==> src/rtl/bp_pkg.sv <==
// rtl/bp_pkg.sv - shared direction-counter encodings, BTB entry layout and counter update helper
package bp_pkg;

    localparam logic [1:0] SNT = 2'b00;
    localparam logic [1:0] WNT = 2'b01;
    localparam logic [1:0] WT  = 2'b10;
    localparam logic [1:0] ST  = 2'b11;

    localparam int DEF_PC_W  = 9;
    localparam int DEF_IDX_W = 4;
    localparam int DEF_TAG_W = DEF_PC_W - DEF_IDX_W - 2;

    // Default-geometry entry view; btb_array re-declares the same layout at its own widths.
    typedef struct packed {
        logic                 valid;
        logic [DEF_TAG_W-1:0] tag;
        logic [DEF_PC_W-1:0]  target;
        logic [1:0]           cnt;
    } btb_entry_t;

    function automatic logic [1:0] sat_update(input logic [1:0] cnt, input logic taken);
        if (taken) begin
            return (cnt == ST) ? ST : cnt + 2'd1;
        end
        return (cnt == SNT) ? SNT : cnt - 2'd1;
    endfunction

endpackage

==> src/rtl/btb_array.sv <==
// rtl/btb_array.sv - direct-mapped BTB storage, one combinational lookup port and one resolve-update port
module btb_array
    import bp_pkg::*;
#(
    parameter int PC_W    = 9,
    parameter int ENTRIES = 16,
    parameter int IDX_W   = $clog2(ENTRIES),
    parameter int TAG_W   = PC_W - IDX_W - 2
) (
    input  logic             clk,
    input  logic             reset,
    input  logic [IDX_W-1:0] rd_idx,
    input  logic [TAG_W-1:0] rd_tag,
    output logic             rd_hit,
    output logic [1:0]       rd_cnt,
    output logic [PC_W-1:0]  rd_target,
    input  logic             wr_en,
    input  logic [IDX_W-1:0] wr_idx,
    input  logic [TAG_W-1:0] wr_tag,
    input  logic             wr_taken,
    input  logic             wr_is_jump,
    input  logic [PC_W-1:0]  wr_target
);

    typedef struct packed {
        logic             valid;
        logic [TAG_W-1:0] tag;
        logic [PC_W-1:0]  target;
        logic [1:0]       cnt;
    } entry_t;

    entry_t mem_q [ENTRIES];
    entry_t mem_d [ENTRIES];
    logic   wr_hit;

    // Lookup reads registered state only, so a same-cycle update is invisible until the next cycle.
    always_comb begin
        rd_hit    = mem_q[rd_idx].valid && (mem_q[rd_idx].tag == rd_tag);
        rd_cnt    = mem_q[rd_idx].cnt;
        rd_target = mem_q[rd_idx].target;
    end

    always_comb begin
        mem_d  = mem_q;
        wr_hit = mem_q[wr_idx].valid && (mem_q[wr_idx].tag == wr_tag);
        if (wr_en) begin
            if (wr_hit) begin
                mem_d[wr_idx].cnt = wr_is_jump ? ST : sat_update(mem_q[wr_idx].cnt, wr_taken);
                if (wr_taken) begin
                    mem_d[wr_idx].target = wr_target;
                end
            end else if (wr_taken) begin
                mem_d[wr_idx].valid  = 1'b1;
                mem_d[wr_idx].tag    = wr_tag;
                mem_d[wr_idx].target = wr_target;
                mem_d[wr_idx].cnt    = wr_is_jump ? ST : WT;
            end
        end
    end

    always_ff @(posedge clk or posedge reset) begin
        if (reset) begin
            for (int i = 0; i < ENTRIES; i++) begin
                mem_q[i] <= '{valid: 1'b0, tag: '0, target: '0, cnt: WNT};
            end
        end else begin
            mem_q <= mem_d;
        end
    end

endmodule

==> src/rtl/pc_fetch_predictor.sv <==
// rtl/pc_fetch_predictor.sv - fetch PC register with BTB next-PC prediction, ID-stage redirect and perf counters
module pc_fetch_predictor
    import bp_pkg::*;
#(
    parameter int PC_W        = 9,
    parameter int BTB_ENTRIES = 16,
    parameter int IDX_W       = $clog2(BTB_ENTRIES),
    parameter int TAG_W       = PC_W - IDX_W - 2,
    parameter int CNT_W       = 32
) (
    input  logic             clk,
    input  logic             reset,
    input  logic             stall_i,
    output logic [PC_W-1:0]  pc_o,
    output logic             pred_taken_o,
    output logic [PC_W-1:0]  pred_target_o,
    input  logic             res_valid_i,
    input  logic             res_is_jump_i,
    input  logic [PC_W-1:0]  res_pc_i,
    input  logic             res_taken_i,
    input  logic [PC_W-1:0]  res_target_i,
    input  logic             res_pred_taken_i,
    input  logic [PC_W-1:0]  res_pred_target_i,
    output logic             flush_o,
    output logic [CNT_W-1:0] branch_cnt_o,
    output logic [CNT_W-1:0] mispred_cnt_o
);

    logic [PC_W-1:0]  pc_q, pc_d;
    logic [CNT_W-1:0] br_cnt_q, br_cnt_d;
    logic [CNT_W-1:0] mp_cnt_q, mp_cnt_d;
    logic             btb_hit;
    logic [1:0]       btb_cnt;
    logic [PC_W-1:0]  btb_target;
    logic             mispredict;
    logic [PC_W-1:0]  redirect_pc;

    btb_array #(
        .PC_W    (PC_W),
        .ENTRIES (BTB_ENTRIES),
        .IDX_W   (IDX_W),
        .TAG_W   (TAG_W)
    ) u_btb (
        .clk        (clk),
        .reset      (reset),
        .rd_idx     (pc_q[IDX_W+1:2]),
        .rd_tag     (pc_q[PC_W-1:IDX_W+2]),
        .rd_hit     (btb_hit),
        .rd_cnt     (btb_cnt),
        .rd_target  (btb_target),
        .wr_en      (res_valid_i),
        .wr_idx     (res_pc_i[IDX_W+1:2]),
        .wr_tag     (res_pc_i[PC_W-1:IDX_W+2]),
        .wr_taken   (res_taken_i),
        .wr_is_jump (res_is_jump_i),
        .wr_target  (res_target_i)
    );

    always_comb begin
        pred_taken_o  = btb_hit && btb_cnt[1];
        pred_target_o = pred_taken_o ? btb_target : pc_q + PC_W'(4);

        // A taken branch with the right direction but a stale target is still a mispredict.
        mispredict  = !reset && res_valid_i &&
                      ((res_taken_i != res_pred_taken_i) ||
                       (res_taken_i && (res_target_i != res_pred_target_i)));
        redirect_pc = res_taken_i ? res_target_i : res_pc_i + PC_W'(4);

        if (mispredict) begin
            pc_d = redirect_pc;
        end else if (stall_i) begin
            pc_d = pc_q;
        end else begin
            pc_d = pred_target_o;
        end

        br_cnt_d = br_cnt_q;
        if (res_valid_i && (br_cnt_q != '1)) begin
            br_cnt_d = br_cnt_q + CNT_W'(1);
        end
        mp_cnt_d = mp_cnt_q;
        if (mispredict && (mp_cnt_q != '1)) begin
            mp_cnt_d = mp_cnt_q + CNT_W'(1);
        end
    end

    always_ff @(posedge clk or posedge reset) begin
        if (reset) begin
            pc_q     <= '0;
            br_cnt_q <= '0;
            mp_cnt_q <= '0;
        end else begin
            pc_q     <= pc_d;
            br_cnt_q <= br_cnt_d;
            mp_cnt_q <= mp_cnt_d;
        end
    end

    assign pc_o          = pc_q;
    assign flush_o       = mispredict;
    assign branch_cnt_o  = br_cnt_q;
    assign mispred_cnt_o = mp_cnt_q;

endmodule

==> config.mk <==
export PLATFORM = sky130hd
export DESIGN_NAME = pc_fetch_predictor
export DESIGN_NICKNAME = d
export VERILOG_FILES = /design/src/rtl/bp_pkg.sv /design/src/rtl/btb_array.sv /design/src/rtl/pc_fetch_predictor.sv
export SDC_FILE = /design/constraint.sdc
export NUM_CORES = 1
export LEC_CHECK = 0
export CAP_MARGIN = 10
export CORE_UTILIZATION = 35
export CTS_CLUSTER_SIZE = 8
export DETAILED_ROUTE_END_ITERATION = 8
export GPL_ROUTABILITY_DRIVEN = 0
export PLACE_DENSITY = 0.65
export SETUP_SLACK_MARGIN = 0.1
export SYNTH_ARGS = -nofsm -noshare
export SYNTH_HDL_FRONTEND = slang
export SYNTH_SLANG_ARGS = --single-unit
==> constraint.sdc <==
create_clock -name clk -period 12.25 [get_ports clk]
set_input_delay 2.45 -clock clk [delete_from_list [all_inputs] [get_ports clk]]
set_output_delay 2.45 -clock clk [all_outputs]
set_load 0.05 [all_outputs]
# ---- After elaboration in Yosys (flattened, before gate mapping)
# Cells that the tools add are included.
dict set report op_classes {
  order_cmp 3
  n_reduce_logical 14
  muxes 38
  add_sub_neg 6
  n_eq_ne 8
  bitwise_logic 2
}
# op n
set ops {}
lappend ops {{bitwise mux 240 bit} 6}
lappend ops {{two-way mux 240 bit} 3}
lappend ops {{demux 15 bit (select 4 bit)} 4}
lappend ops {{binary-select mux 15 bit (select 4 bit)} 2}
lappend ops {{two-way mux 15 bit} 5}
lappend ops {{adder 32 x 1 -> 32 bit, second input constant} 2}
lappend ops {{!= test 32 bit, second input constant} 2}
lappend ops {{two-way mux 9 bit} 4}
lappend ops {{adder 9 x 3 -> 9 bit, second input constant} 2}
lappend ops {{two-way mux 2 bit} 8}
lappend ops {{two-way mux 14 bit} 1}
lappend ops {{two-way mux 11 bit} 1}
lappend ops {{>= comparator 5 bit, second input constant} 2}
lappend ops {{NOT 4 -> 5 bit} 2}
lappend ops {{logical AND 1 bit} 9}
lappend ops {{!= test 9 bit} 1}
lappend ops {{equality test 3 bit} 2}
lappend ops {{less-than comparator 5 x 1 -> 1 bit, second input constant} 1}
lappend ops {{two-way mux 1 bit} 4}
lappend ops {{adder 2 x 1 -> 2 bit, second input constant} 1}
lappend ops {{equality test 2 bit, second input constant} 1}
lappend ops {{zero test 2 bit} 1}
lappend ops {{!= test 2 x 1 -> 1 bit, second input constant} 1}
lappend ops {{AND reduction 2 bit} 1}
lappend ops {{5 further kinds} 5}
dict set report word_totals {
  inputBits 34
  word_cells 138
  register_bits 313
  output_inout_bits 84
}

# ---- Longest topological paths before layout
dict set report logic_depth {
  depth_word 16
  depth_mapped 11
  mapped_depth_nobuf 8
}

# ---- By module
# Synthesis repeated with hierarchy kept, for this count alone.
dict set report hier_totals {
  hier_cells 1153
  hier_area_um2 15874.0
}
# module area_per_inst_um2 cells_per_inst instances
set modules_own_cells {}
lappend modules_own_cells {btb_array 11831.3 744 1}
lappend modules_own_cells {pc_fetch_predictor 4042.6 409 1}

# ---- Worst setup path before layout
# OpenSTA, ideal clock, no wires.
dict set report synth_timing {
  path_kind {input -> output}
  from {input port reset}
  to {output port flush_o}
  t_arrival_ns 10.145
  slack_ns -0.345
  path_buffers 0
  required_ns 9.800
  path_stages 4
  cell_sequence {inv_1 -> o211ai_1 -> a31o_2 -> inv_1}
}
dict set report synth_between {
  elab_chain_len 3
}
# element line
set synth_lines {}
lappend synth_lines {{start, declared} pc_fetch_predictor.sv:12} ;# input logic reset,
lappend synth_lines {{zero test 1 bit (no source line)} n/a}
lappend synth_lines {{logical AND 1 bit (2 in a row)} pc_fetch_predictor.sv:64} ;# mispredict = !reset && res_valid_i &&
lappend synth_lines {{end, declared} pc_fetch_predictor.sv:24} ;# output logic flush_o,
# Every way passes these cells.

# ---- Worst setup path after layout
dict set report layout_timing {
  from {input port res_target_i[6]}
  to {output port flush_o}
}
dict set report layout_between {
  elab_chain_len 4
}
# element line
set layout_lines {}
lappend layout_lines {{start, declared} pc_fetch_predictor.sv:21} ;# input logic [PC_W-1:0] res_target_i,
lappend layout_lines {{!= test 9 bit} pc_fetch_predictor.sv:66} ;# (res_taken_i && (res_target_i != res_pred_target_i)));
lappend layout_lines {{logical AND 1 bit} pc_fetch_predictor.sv:66}
lappend layout_lines {{logical OR 1 bit} pc_fetch_predictor.sv:65} ;# ((res_taken_i != res_pred_taken_i) ||
lappend layout_lines {{logical AND 1 bit} pc_fetch_predictor.sv:64}
# Every way passes these cells.

==> qor.yml <==
yosys:
  ys_types: 62
  synth_area_leaders: "dfrtp_1 48%, mux2_2 16%, mux4_2 12%, dfstp_2 2.7%, xnor2_1 2.7%"
  yosys.area_share.simple_pct: 7.94
  synth_top_cell_by_area: "dfrtp_1"
  synth_edf_count: 0
  syn_area_per_cell_um2: 13.7
  synth-xor-area-share_pct: 4.82
  async_flop_share_pct: 100
  yosys.area.top_type_share_pct: 47.6
  syn_area_mm2: 0.0156
  syn-instance-count: 1141
  ys_seq_elements: 313
  synth_compound_gate_area_share_pct: 3.43
  synthAdderAreaFrac_pct: 0.777
  dominantRegCellSynth: "dfrtp_1"
  synth_top_family_by_area: "multiplexers"
  yosysWarnings: 0
  synth.mux.area_fraction_pct: 30.2
  synth-seq-area-share_pct: 50.3
  syn_nets: 1183
timing:
  slew-limit-headroom_pct: 23.1
  fmax_mhz: 125
  hold_viol: 0
  fin_crit_sh_pct: 65.5
  worst_slew_pin_slew_ps: 1150
  timing.setup.tns_ps: 0
  setup_viol: 0
  fin_skew_ps: 23.3
  rsz0062_at_grt: "false"
  slew_viol_final: 0
  period_needed_ps: 8030
global_routing:
  grt_pass1_wl_mm: 64.5
  antenna_found_initial: 1
  grt_max_degree: 158
  grt_pass1_vias: 10511
  grt_overflow: 0
  grt_usage_pct: 18.9
routing:
  drtIter0Drc: 813
  via_per_inst: 5.45
  routed_wl_mm: 41.5
  wl_per_cell_um: 22.3
  drt-pass1-iter-count: 5
  drc_errors: 0
  vias: 10148
  ant_nets: 0
outcome:
  status: "complete, no violations"
floorplanning:
  rows: 77
  core_mm2: 0.0441
  start_util_pct: 35.4
  io_pins: 118
  design.die.area_mm2: 0.0455
  die_x_um: 213
  die_h_um: 213
clock_network:
  numCtsBuffers: 45
  h-tree-depth: 2
  cts_resized: 0
  cts_hold_buffers: 0
  clk_pin_slew_ps: 50
  ctsRootBufferMaster: "clkbuf_16"
  cts_tree: "yes"
  clock_path_buffers: 3
  postCtsSetupRepairBufs: 0
  cts_sinks: 313
  clock_latency_ps: 550
setup_path:
  regToRegEndpoint: "pc_o[1]"
  r2r_start: "pc_o[2]"
  crit_family: "buffers and inverters"
  crit_chain: "clkdlybuf4s50_1, xor2_1, nor4_1, a31o_2, inv_1, clkdlybuf4s50_1"
  path_class: "in -> out"
  cpMostUsedCell: "clkdlybuf4s50_1"
  crit_fanout: 22
  slowest_delay_ps: 750
  slowest_stage: "clkdlybuf4s50_1"
  r2r_cells: 8
  critPathCaptureType: "output pin"
  cp-start-kind: "input pin"
  cp.required_ps: 9800
  rrSetupSlack_ps: 8260
  cp_data_arrival_time_ps: 5580
  path_buf_inv: 3
worst_hold_path:
  whs_endpoint: "u_btb.mem_q[194]"
  hold_class: "reg -> reg"
  hp-start: "u_btb.mem_q[194]"
  min_path_cells: 1
layout:
  finalNetCount: 1291
  drive_gt1_share_pct: 33.8
  area_growth_syn_to_layout_pct: 19.3
  fin_area_mm2: 0.0186
flow_run:
  maxCapViolCount: 0
place:
  numPortBuffers: 117
  dp_hpwl_mm: 26.8
  dpl_cell_area_mm2: 0.0174
pwr:
  power_mw: 3.75
  pwr_density_cell_mw_per_mm2: 201
  peakVddDrop_mv: 0.224
  p_leak_nw: 7.89
-- cell type report --
cell class | instances | area [um^2]
clock inverters | 2 | 23.8
inverters | 15 | 60.1
multi-input cells | 738 | 7390
diodes | 1 | 2.50
flip-flops and latches | 313 | 7860
fillers | 4113 | 25500
repair buffers | 136 | 1340
clock buffers | 64 | 1220
well taps | 592 | 741
-- report_power, final --
| group | total [mW] | leakage (nW) | internal, mW | switching, mW |
|---|---|---|---|---|
| Sequential | 1.43 | 3.95 | 1.24 | 0.191 |
| Combinational | 1.20 | 3.34 | 0.575 | 0.625 |
| Clock | 1.12 | 0.595 | 0.678 | 0.441 |
-- registers in the layout (all words and copies together), names as in the netlist --
signal         flops
mispred_cnt_o     32
branch_cnt_o      32
pc_o               9
u_btb.mem_q      240
-- cells in the final DEF (no fill, tap or decap), types with 3 or more instances in the layout --
cell	instances
dfrtp_1	295
dfstp_2	16
ha_1	8
and3_1	23
a211o_1	5
nor3_1	9
mux2_2	226
nand2b_1	18
and4_1	6
nor2_1	34
nand3_1	33
xor2_1	38
a211oi_1	3
and2_1	9
mux4_2	80
mux2i_1	20
nand2_1	59
nor2b_1	4
nor2_2	11
xnor2_1	48
a21o_1	5
clkdlybuf4s50_1	117
buf_4	17
a211oi_2	11
nor4_1	4
o21ai_0	11
clkbuf_1	18
nand4_1	20
a31oi_1	3
mux2_4	6
a21oi_1	7
clkbuf_16	46
inv_1	14
-- worst max path at each step --
stage                     slack [ps]  depth (start not counted)       to       startpoint
final                           4220                          6  flush_o  res_target_i[6]
after global routing            3980                          6  flush_o  res_target_i[6]
after CTS                       4260                          6  flush_o  res_target_i[6]
after detailed placement        4270                          6  flush_o  res_target_i[6]
after global placement          4360                          6  flush_o  res_target_i[6]
after floorplan                 1900                          4  flush_o            reset
-- cell families (layout without fill, tap and decap cells) --
group | Yosys count | count (layout)
buffers and inverters | 90 | 217
AOI/OAI and AO/OA | 66 | 66
and+or+nand+nor | 240 | 240
adders and majority gates | 10 | 10
xor gates and xnor gates | 86 | 86
muxes | 336 | 336
other | 0 | 1
DFF | 313 | 313
-- cell usage after synthesis (all sizes together) (2+ instances only) --
cell    count
mux4       82
and3       23
buf        30
a21oi       7
nor2b       4
xnor2      48
o21bai      2
mux2      234
a31oi       3
a41oi       2
nand2      59
mux2i      20
inv        15
xor2       38
o21ai      11
o211a       2
clkbuf     45
a22oi       2
nor3        9
maj3        2
nand2b     18
a211oi     14
nand4      22
a21o        5
nor4        4
dfrtp     297
nand3      33
a221oi      2
and4        6
and2        9
dfstp      16
a211o       5
a31o        2
ha          8
nor2       45
or3b        2
-- per-layer routing --
layer / routed length (um) / share of wire [%] / track usage, %
met5: 0 / 0 / 0
met4: 951 / 2.3 / 5.59
met3: 3520 / 8.5 / 5.57
met2: 18500 / 45 / 28.3
met1: 18500 / 44 / 26.3
-- stage by stage --
step | hold slack, ps | cells | utilization, % | setup WS [ps]
2_1_floorplan | 443 | 1141 | - | 1900
3_3_place_gp | 471 | 1794 | 39.4 | 4360
3_5_place_dp | 472 | 1794 | 39.4 | 4270
4_1_cts | 485 | 1860 | 42.2 | 4260
5_1_grt | 494 | 1860 | 42.2 | 3980
6_report | 480 | 1861 | 42.2 | 4220
No activity file was read; power rests on OpenSTA's default activity.
